### src/rtl/result_collector.sv
// result_collector: captures one solver result per rising edge of the
// completed level into a first-word-fall-through FIFO, and keeps saturating
// counts of dropped captures and of completions that reported overflow.
module result_collector #(
   parameter int DEPTH = 8,
   parameter int CNT_W = 8
) (
   input  logic                     clk,
   input  logic                     rst,
   input  logic [15:0]              result,
   input  logic                     zero,
   input  logic                     overflow,
   input  logic                     completed,
   input  logic                     rd_en,
   output logic [17:0]              rd_data,
   output logic                     empty,
   output logic                     full,
   output logic [$clog2(DEPTH):0]   level,
   output logic [CNT_W-1:0]         drop_cnt,
   output logic [CNT_W-1:0]         ovf_cnt
);

   localparam int AW = $clog2(DEPTH);
   localparam logic [AW:0] LVL_FULL = (AW+1)'(DEPTH);
   localparam logic [AW:0] LVL_ZERO = '0;

   // Saturating increment: holds at all-ones instead of wrapping.
   function automatic logic [CNT_W-1:0] sat_inc(input logic [CNT_W-1:0] v,
                                               input logic en);
      if (en && (v != {CNT_W{1'b1}})) begin
         return v + CNT_W'(1);
      end
      return v;
   endfunction

   logic              completed_q, completed_d;
   logic [AW-1:0]     rd_ptr_q, rd_ptr_d;
   logic [AW-1:0]     wr_ptr_q, wr_ptr_d;
   logic [AW:0]       level_q, level_d;
   logic [CNT_W-1:0]  drop_q, drop_d;
   logic [CNT_W-1:0]  ovf_q, ovf_d;
   logic [17:0]       rd_data_q, rd_data_d;
   logic [17:0]       mem_q [DEPTH];

   logic              capture;
   logic              is_empty;
   logic              is_full;
   logic              pop;
   logic              push;
   logic              drop;
   logic [17:0]       wr_entry;

   // Next-state logic: edge detect, push/pop arbitration, pointers, level,
   // counters, and the prefetched head word for the fall-through output.
   always_comb begin
      capture     = completed & ~completed_q;
      is_empty    = (level_q == LVL_ZERO);
      is_full     = (level_q == LVL_FULL);
      // A pop on a full FIFO frees the slot the simultaneous capture needs.
      pop         = rd_en & ~is_empty;
      push        = capture & (~is_full | pop);
      drop        = capture & is_full & ~pop;
      wr_entry    = {overflow, zero, result};

      completed_d = completed;
      rd_ptr_d    = rd_ptr_q;
      wr_ptr_d    = wr_ptr_q;
      level_d     = level_q;
      drop_d      = sat_inc(drop_q, drop);
      // Overflow completions are counted whether or not they were stored.
      ovf_d       = sat_inc(ovf_q, capture & overflow);
      rd_data_d   = rd_data_q;

      if (push) begin
         wr_ptr_d = wr_ptr_q + AW'(1);
      end
      if (pop) begin
         rd_ptr_d = rd_ptr_q + AW'(1);
      end

      case ({push, pop})
         2'b10:   level_d = level_q + (AW+1)'(1);
         2'b01:   level_d = level_q - (AW+1)'(1);
         default: level_d = level_q;
      endcase

      // rd_data is a register loaded with the next head; when that head is
      // the slot being written this same cycle, bypass the incoming word.
      // With nothing left to show, the last value is held.
      if (level_d != LVL_ZERO) begin
         if (push && (wr_ptr_q == rd_ptr_d)) begin
            rd_data_d = wr_entry;
         end else begin
            rd_data_d = mem_q[rd_ptr_d];
         end
      end
   end

   // Control and output registers with synchronous reset.
   always_ff @(posedge clk) begin
      if (rst) begin
         completed_q <= 1'b1;
         rd_ptr_q    <= '0;
         wr_ptr_q    <= '0;
         level_q     <= '0;
         drop_q      <= '0;
         ovf_q       <= '0;
         rd_data_q   <= '0;
      end else begin
         completed_q <= completed_d;
         rd_ptr_q    <= rd_ptr_d;
         wr_ptr_q    <= wr_ptr_d;
         level_q     <= level_d;
         drop_q      <= drop_d;
         ovf_q       <= ovf_d;
         rd_data_q   <= rd_data_d;
      end
   end

   // Storage array; contents are don't-care after reset, so no reset here.
   always_ff @(posedge clk) begin
      if (!rst && push) begin
         mem_q[wr_ptr_q] <= wr_entry;
      end
   end

   assign rd_data  = rd_data_q;
   assign empty    = (level_q == LVL_ZERO);
   assign full     = (level_q == LVL_FULL);
   assign level    = level_q;
   assign drop_cnt = drop_q;
   assign ovf_cnt  = ovf_q;

endmodule

### config.mk
export PLATFORM = sky130hd
export DESIGN_NAME = result_collector
export DESIGN_NICKNAME = d
export VERILOG_FILES = /design/src/rtl/result_collector.sv
export SDC_FILE = /design/constraint.sdc
export NUM_CORES = 1
export LEC_CHECK = 0
export CAP_MARGIN = 20
export CORE_UTILIZATION = 30
export CTS_CLUSTER_DIAMETER = 200
export DETAILED_ROUTE_END_ITERATION = 12
export DONT_BUFFER_PORTS = 1
export PLACE_DENSITY = 0.54
export SYNTH_ARGS = -nofsm -noshare
export SYNTH_HDL_FRONTEND = slang
export SYNTH_SLANG_ARGS = --single-unit
### constraint.sdc
create_clock -name clk -period 6.2 [get_ports clk]
set_clock_uncertainty 0.05 [all_clocks]
set_input_delay 0.93 -clock clk [delete_from_list [all_inputs] [get_ports clk]]
set_output_delay 0.93 -clock clk [all_outputs]
set_load 0.02 [all_outputs]
# Word level (Yosys, flattened, before mapping)
# Memories as Yosys holds them, arrays and structs flattened. A register that Yosys moved wholly into a read port is not among the register bits.
# Index checks and enable logic that the tools add are counted.
[totals]
output_inout_bits = 40
regBits = 27
ramBits = 144
mem_count = 1
latchBits = 0
word_cells = 43
rom_bits = 0
inputBits = 22
[classes]
n_lt_le_gt_ge = 0
eq_ne = 5
n_div = 0
n_bitwise = 11
n_mul = 0
shifts = 0
reduce_logical = 6
n_addsub = 6
n_mux = 8
[memory_table]
columns = ["memory", "words", "word_bits", "rd", "rd_ports_with_merged_regs", "write_ports", "line", "source"]
rows = [
  ["mem_q", 8, 18, 1, 1, 1, "43", "logic [17:0] mem_q [DEPTH];"],
]
[op_table]
columns = ["cell", "n"]
rows = [
  ["8-bit by 1-bit adder with 8-bit output, second input constant", 2],
  ["8-bit 2-to-1 mux", 2],
  ["8-bit inequality test, second input constant", 2],
  ["4-bit one-hot mux with 2 select lines", 1],
  ["3-bit by 1-bit adder with 3-bit output, second input constant", 2],
  ["1-bit bitwise AND", 6],
  ["4-bit by 1-bit adder with 4-bit output, second input constant", 1],
  ["4-bit equality test, second input constant", 1],
  ["4-bit zero test", 1],
  ["1-bit 2-to-1 mux", 4],
  ["1-bit NOT", 4],
  ["4-bit nonzero test", 1],
  ["4-bit by 1-bit subtractor with 4-bit output, second input constant", 1],
  ["1-bit logical AND", 3],
  ["3-bit 2-to-1 mux", 1],
  ["2-bit by 1-bit equality test with 1-bit output, second input constant", 1],
  ["2-bit equality test, second input constant", 1],
  ["1-bit zero test", 1],
  ["1-bit bitwise OR", 1],
]

# Depth between registers and ports, before layout
[depth]
ltp_word = 8
mapped_depth = 13
depth_no_buf = 10

# Worst setup path before layout
# Ideal clock, no wire load.
[synth_path]
path_type = "input -> register"
from = "input rd_en"
to = "memory mem_q[0][0] (enable)"
setup_time_ns = 0.439
n_path_buf = 2
arrival_ns = 3.557
path_stages = 6
required_ns = 5.711
slack_ns = 2.153
path_cell_list = "buf_6 nor2b_1 and2_1 or3_2 buf_6 nor4_1"
[synth_between]
elab_chain_len = 6
[synth_lines]
columns = ["item", "line", "source"]
rows = [
  ["start: declaration", "14", "input logic rd_en,"],
  ["1-bit bitwise AND", "60", "pop = rd_en & ~is_empty;"],
  ["1-bit bitwise OR", "61", "push = capture & (~is_full | pop);"],
  ["1-bit bitwise AND", "61", ""],
  ["1-bit logical AND", "122", "if (!rst && push) begin"],
  ["1-bit 2-to-1 mux", "122", ""],
  ["1-bit 2-to-1 mux (implied by the code)", "123", "mem_q[wr_ptr_q] <= wr_entry;"],
  ["end: declaration", "43", ""],
]
# No other way between the ends.

# Final worst setup path
[layout_path]
from = "register level_q[1], in the netlist level[1]"
to = "register rd_data_q[9], in the netlist rd_data[9] (read register of mem_q)"
[layout_between]
elab_chain_len = 8
word_cells_on_any_way = 14
classes_between = "add/sub: 2; eq/ne: 3; mux: 2; bitwise: 5; reduce/logical: 2"
[layout_lines]
columns = ["item", "line", "source"]
rows = [
  ["start: declaration", "39", "logic [AW:0] level_q, level_d;"],
  ["start signal: assignment", "113", "level_q <= level_d;"],
  ["4-bit zero test", "57", "is_empty = (level_q == LVL_ZERO);"],
  ["1-bit NOT", "60", ""],
  ["1-bit bitwise AND", "60", ""],
  ["1-bit bitwise OR", "61", ""],
  ["1-bit bitwise AND", "61", ""],
  ["2-bit by 1-bit equality test with 1-bit output / 2-bit equality test (equally long branches)", "81", "case ({push, pop})"],
  ["4-bit one-hot mux with 2 select lines", "81", ""],
  ["4-bit nonzero test", "90", "if (level_d != LVL_ZERO) begin"],
  ["end: declaration", "42", "logic [17:0] rd_data_q, rd_data_d;"],
]
# Parallel ways exist; a longest one is shown, timed or not.
# A chain may end at the register's enable or synchronous reset.

==> flow_summary.json <==
{
  "setup_viol": 0,
  "synth-compound-area-share_pct": 11.21,
  "muxShareOfSynthArea_pct": 18.41,
  "ys.flop_type": "edfxtp_1",
  "place.gp.congestion": 0.7140,
  "fin_nets": 741,
  "drtIter0Drc": 360,
  "grt_overflow_total": 0,
  "track_usage_pct": 14.58,
  "ctsHoldBuffers": 0,
  "p_leak_nw": 3.066,
  "status": "complete, no violations",
  "synth_edf_count": 144,
  "ant_nets": 0,
  "period_share_pct": 63.38,
  "irDropWorstVdd_uv": 219.1,
  "layout-area-overhead-vs-synth_pct": 8.892,
  "dr.pass1.iters": 5,
  "synth_xor_area_share_pct": 2.095,
  "yosys_warnings": 0,
  "drv_cap": 0,
  "cts_tree": "built",
  "synth.top_cells.by_area": "edfxtp_1 (45%), mux2i_1 (11%), dfxtp_1 (9.4%), mux2_2 (6.0%), nor3_1 (3.9%)",
  "synthCells": 747,
  "grt_start_max_net_pins": 72,
  "cp_num_buf_inv": 0,
  "antenna_found_initial": 0,
  "drc": 0,
  "path_clk_slew_ps": 80,
  "drive_above_1_share_pct": 19.67,
  "synth_area_leader_cell": "edfxtp_1",
  "drt-wirelength-per-cell_um": 20.43,
  "critPathLaunchType": "flip-flop",
  "fmax_mhz": 254.5,
  "rr_startpoint": "level[1]",
  "tns_ps": 0,
  "power_density_nw_per_um2": 387.6,
  "crit_path_end_kind": "flip-flop",
  "grt_pass1_wl_mm": 36.07,
  "period_needed_ps": 3930,
  "min-delay-start": "rst",
  "pin_count": 62,
  "synth_top_area_share_pct": 45.26,
  "min_to": "level[0]",
  "min_path_type": "input port to flip-flop",
  "max_stage_delay_ps": 950,
  "n_antenna_cell": 0,
  "worstPathCellList": "or4_4 -> and3_4 -> xor2_1 -> ha_1 -> nand2b_1 -> o21ai_0 -> a221oi_1 -> o32ai_1 -> a31o_1 -> o22ai_1",
  "die_w_um": 180.5,
  "yosys-top-cells-count": "edfxtp_1 (144), mux2i_1 (108), nor3_1 (75)",
  "synth_simple_gate_area_share_pct": 7.975,
  "h-tree-depth": 4,
  "path_class": "flip-flop to flip-flop",
  "r2r_slack_ps": 2270,
  "synth_cell_type_count": 58,
  "required_ps": 6420,
  "worstPathMaxFanout": 18,
  "clock_sinks": 189,
  "hold_viol_final": 0,
  "via_count": 5935,
  "grt_pass1_vias": 6022,
  "synthesis.area_um2": 9554,
  "dpl.hpwl_mm": 13.09,
  "synthAdderAreaFrac_pct": 0.6548,
  "synth_nets": 774,
  "final_max_slew_viol_count": 0,
  "syn_avg_cell_area_um2": 12.79,
  "reg2regPathDepth": 10,
  "numCtsBuffers": 17,
  "port_buffers": 0,
  "fin_util_pct": 33.57,
  "core_area_um2": 30990,
  "clock_path_buffers": 2,
  "postCtsSetupRepairBufs": 0,
  "cpMaxStageDelayCell": "a31o_1",
  "detail_route.wirelength_mm": 22.95,
  "tightest_slew_ps": 1108,
  "synth_most_common_cell": "edfxtp_1",
  "seq_area_frac_synth_pct": 54.69,
  "row_count": 64,
  "clkLatencyLatePin_ps": 440,
  "rr_endpoint": "rd_data[9]",
  "synthArstFlopShare_pct": 0,
  "postCtsResizedCells": 0,
  "ys_ff_latch": 189,
  "root_buffer": "clkbuf_16",
  "via_per_inst": 5.285,
  "crit_arrival_ps": 4150,
  "die_h_um": 180.5,
  "rsz0062_at_grt": "no",
  "synth_top_family_by_area": "multiplexers",
  "start_util_pct": 30.83,
  "slew-limit-headroom_pct": 26.15,
  "hold_path_depth": 1,
  "die_area_um2": 32560,
  "path_delay_family": "compound AO/OA/AOI/OAI gates",
  "hold_ws_ps": 501.3
}
-- registers in the layout, indices dropped and copies added (netlist names) --
register and count:
rd_ptr_q 3, mem_q 144, level 4, rd_data 18
completed_q 1, drop_cnt 8, ovf_cnt 8, wr_ptr_q 3
-- worst max path at each step --
stage | endpoint | start | slack, ps | cells after the start
after floorplan | mem_q[0][0] | rd_en | 2150 | 6
after global placement | rd_data[10] | level[1] | 2310 | 10
after detailed placement | rd_data[4] | level[1] | 2270 | 10
after CTS | rd_data[4] | level[1] | 2260 | 10
after global routing | rd_data[10] | level[1] | 2040 | 10
final | rd_data[9] | level[1] | 2270 | 10
-- routing by layer --
| layer | GRT usage (%) | routed length [µm] |
|---|---|---|
| met2 | 25.71 | 11590 |
| met1 | 17.14 | 9900 |
| met5 | 0 | 0 |
| met3 | 3.577 | 1086 |
| met4 | 5.197 | 365 |
-- report_power, final --
group | switching (W) | total (W) | internal, W
Clock | 0.000516 | 0.00104 | 0.000528
Sequential | 0.000111 | 0.00152 | 0.00141
Combinational | 0.000822 | 0.00147 | 0.000644
Total | 0.00145 | 0.00403 | 0.00258
-- per-stage QoR --
| step | cell area [µm²] | total power (W) | instances | setup slack, ps |
|---|---|---|---|---|
| after floorplan | 9554 | 0.002807 | 747 | 2153 |
| after global placement | 9847 | 0.003030 | 1091 | 2310 |
| after detailed placement | 9847 | 0.003028 | 1091 | 2268 |
| after CTS | 10400 | 0.004075 | 1123 | 2263 |
| after global routing | 10400 | 0.004245 | 1123 | 2045 |
| final | 10400 | 0.004033 | 1123 | 2270 |
-- final cells by class --
class / instances / area [µm²]
Clock buffer: 17 / 425.4
Timing Repair Buffer: 13 / 97.59
Inverter: 23 / 86.33
Clock inverter: 15 / 131.4
Sequential cell: 189 / 5230
Tap cell: 396 / 495.5
Multi-Input combinational cell: 470 / 3938
Fill cell: 2945 / 20590
-- cell usage in the layout (no fill, tap or decap), drive strengths merged, types with 13 or more instances in the layout --
| cell | netlist | routed |
|---|---|---|
| a2bb2oi | 17 | 17 |
| a311o | 17 | 17 |
| a311oi | 17 | 17 |
| a31oi | 19 | 19 |
| buf | 21 | 13 |
| clkbuf | 44 | 17 |
| dfxtp | 45 | 45 |
| edfxtp | 144 | 144 |
| inv | 23 | 31 |
| mux2 | 51 | 51 |
| mux2i | 109 | 109 |
| nor2 | 30 | 30 |
| nor3 | 75 | 75 |
| o21ai | 26 | 26 |
| o22ai | 19 | 19 |
-- cell families after synthesis --
| logic type | count (synthesis) |
|---|---|
| flip-flops | 189 |
| multiplexers | 164 |
| AND/OR/NAND/NOR | 148 |
| AO/OA/AOI/OAI | 131 |
| buffers and inverters | 88 |
| XOR/XNOR | 22 |
| adder cells (fa/ha/maj) | 5 |
No activity file was read; power rests on OpenSTA's default activity.
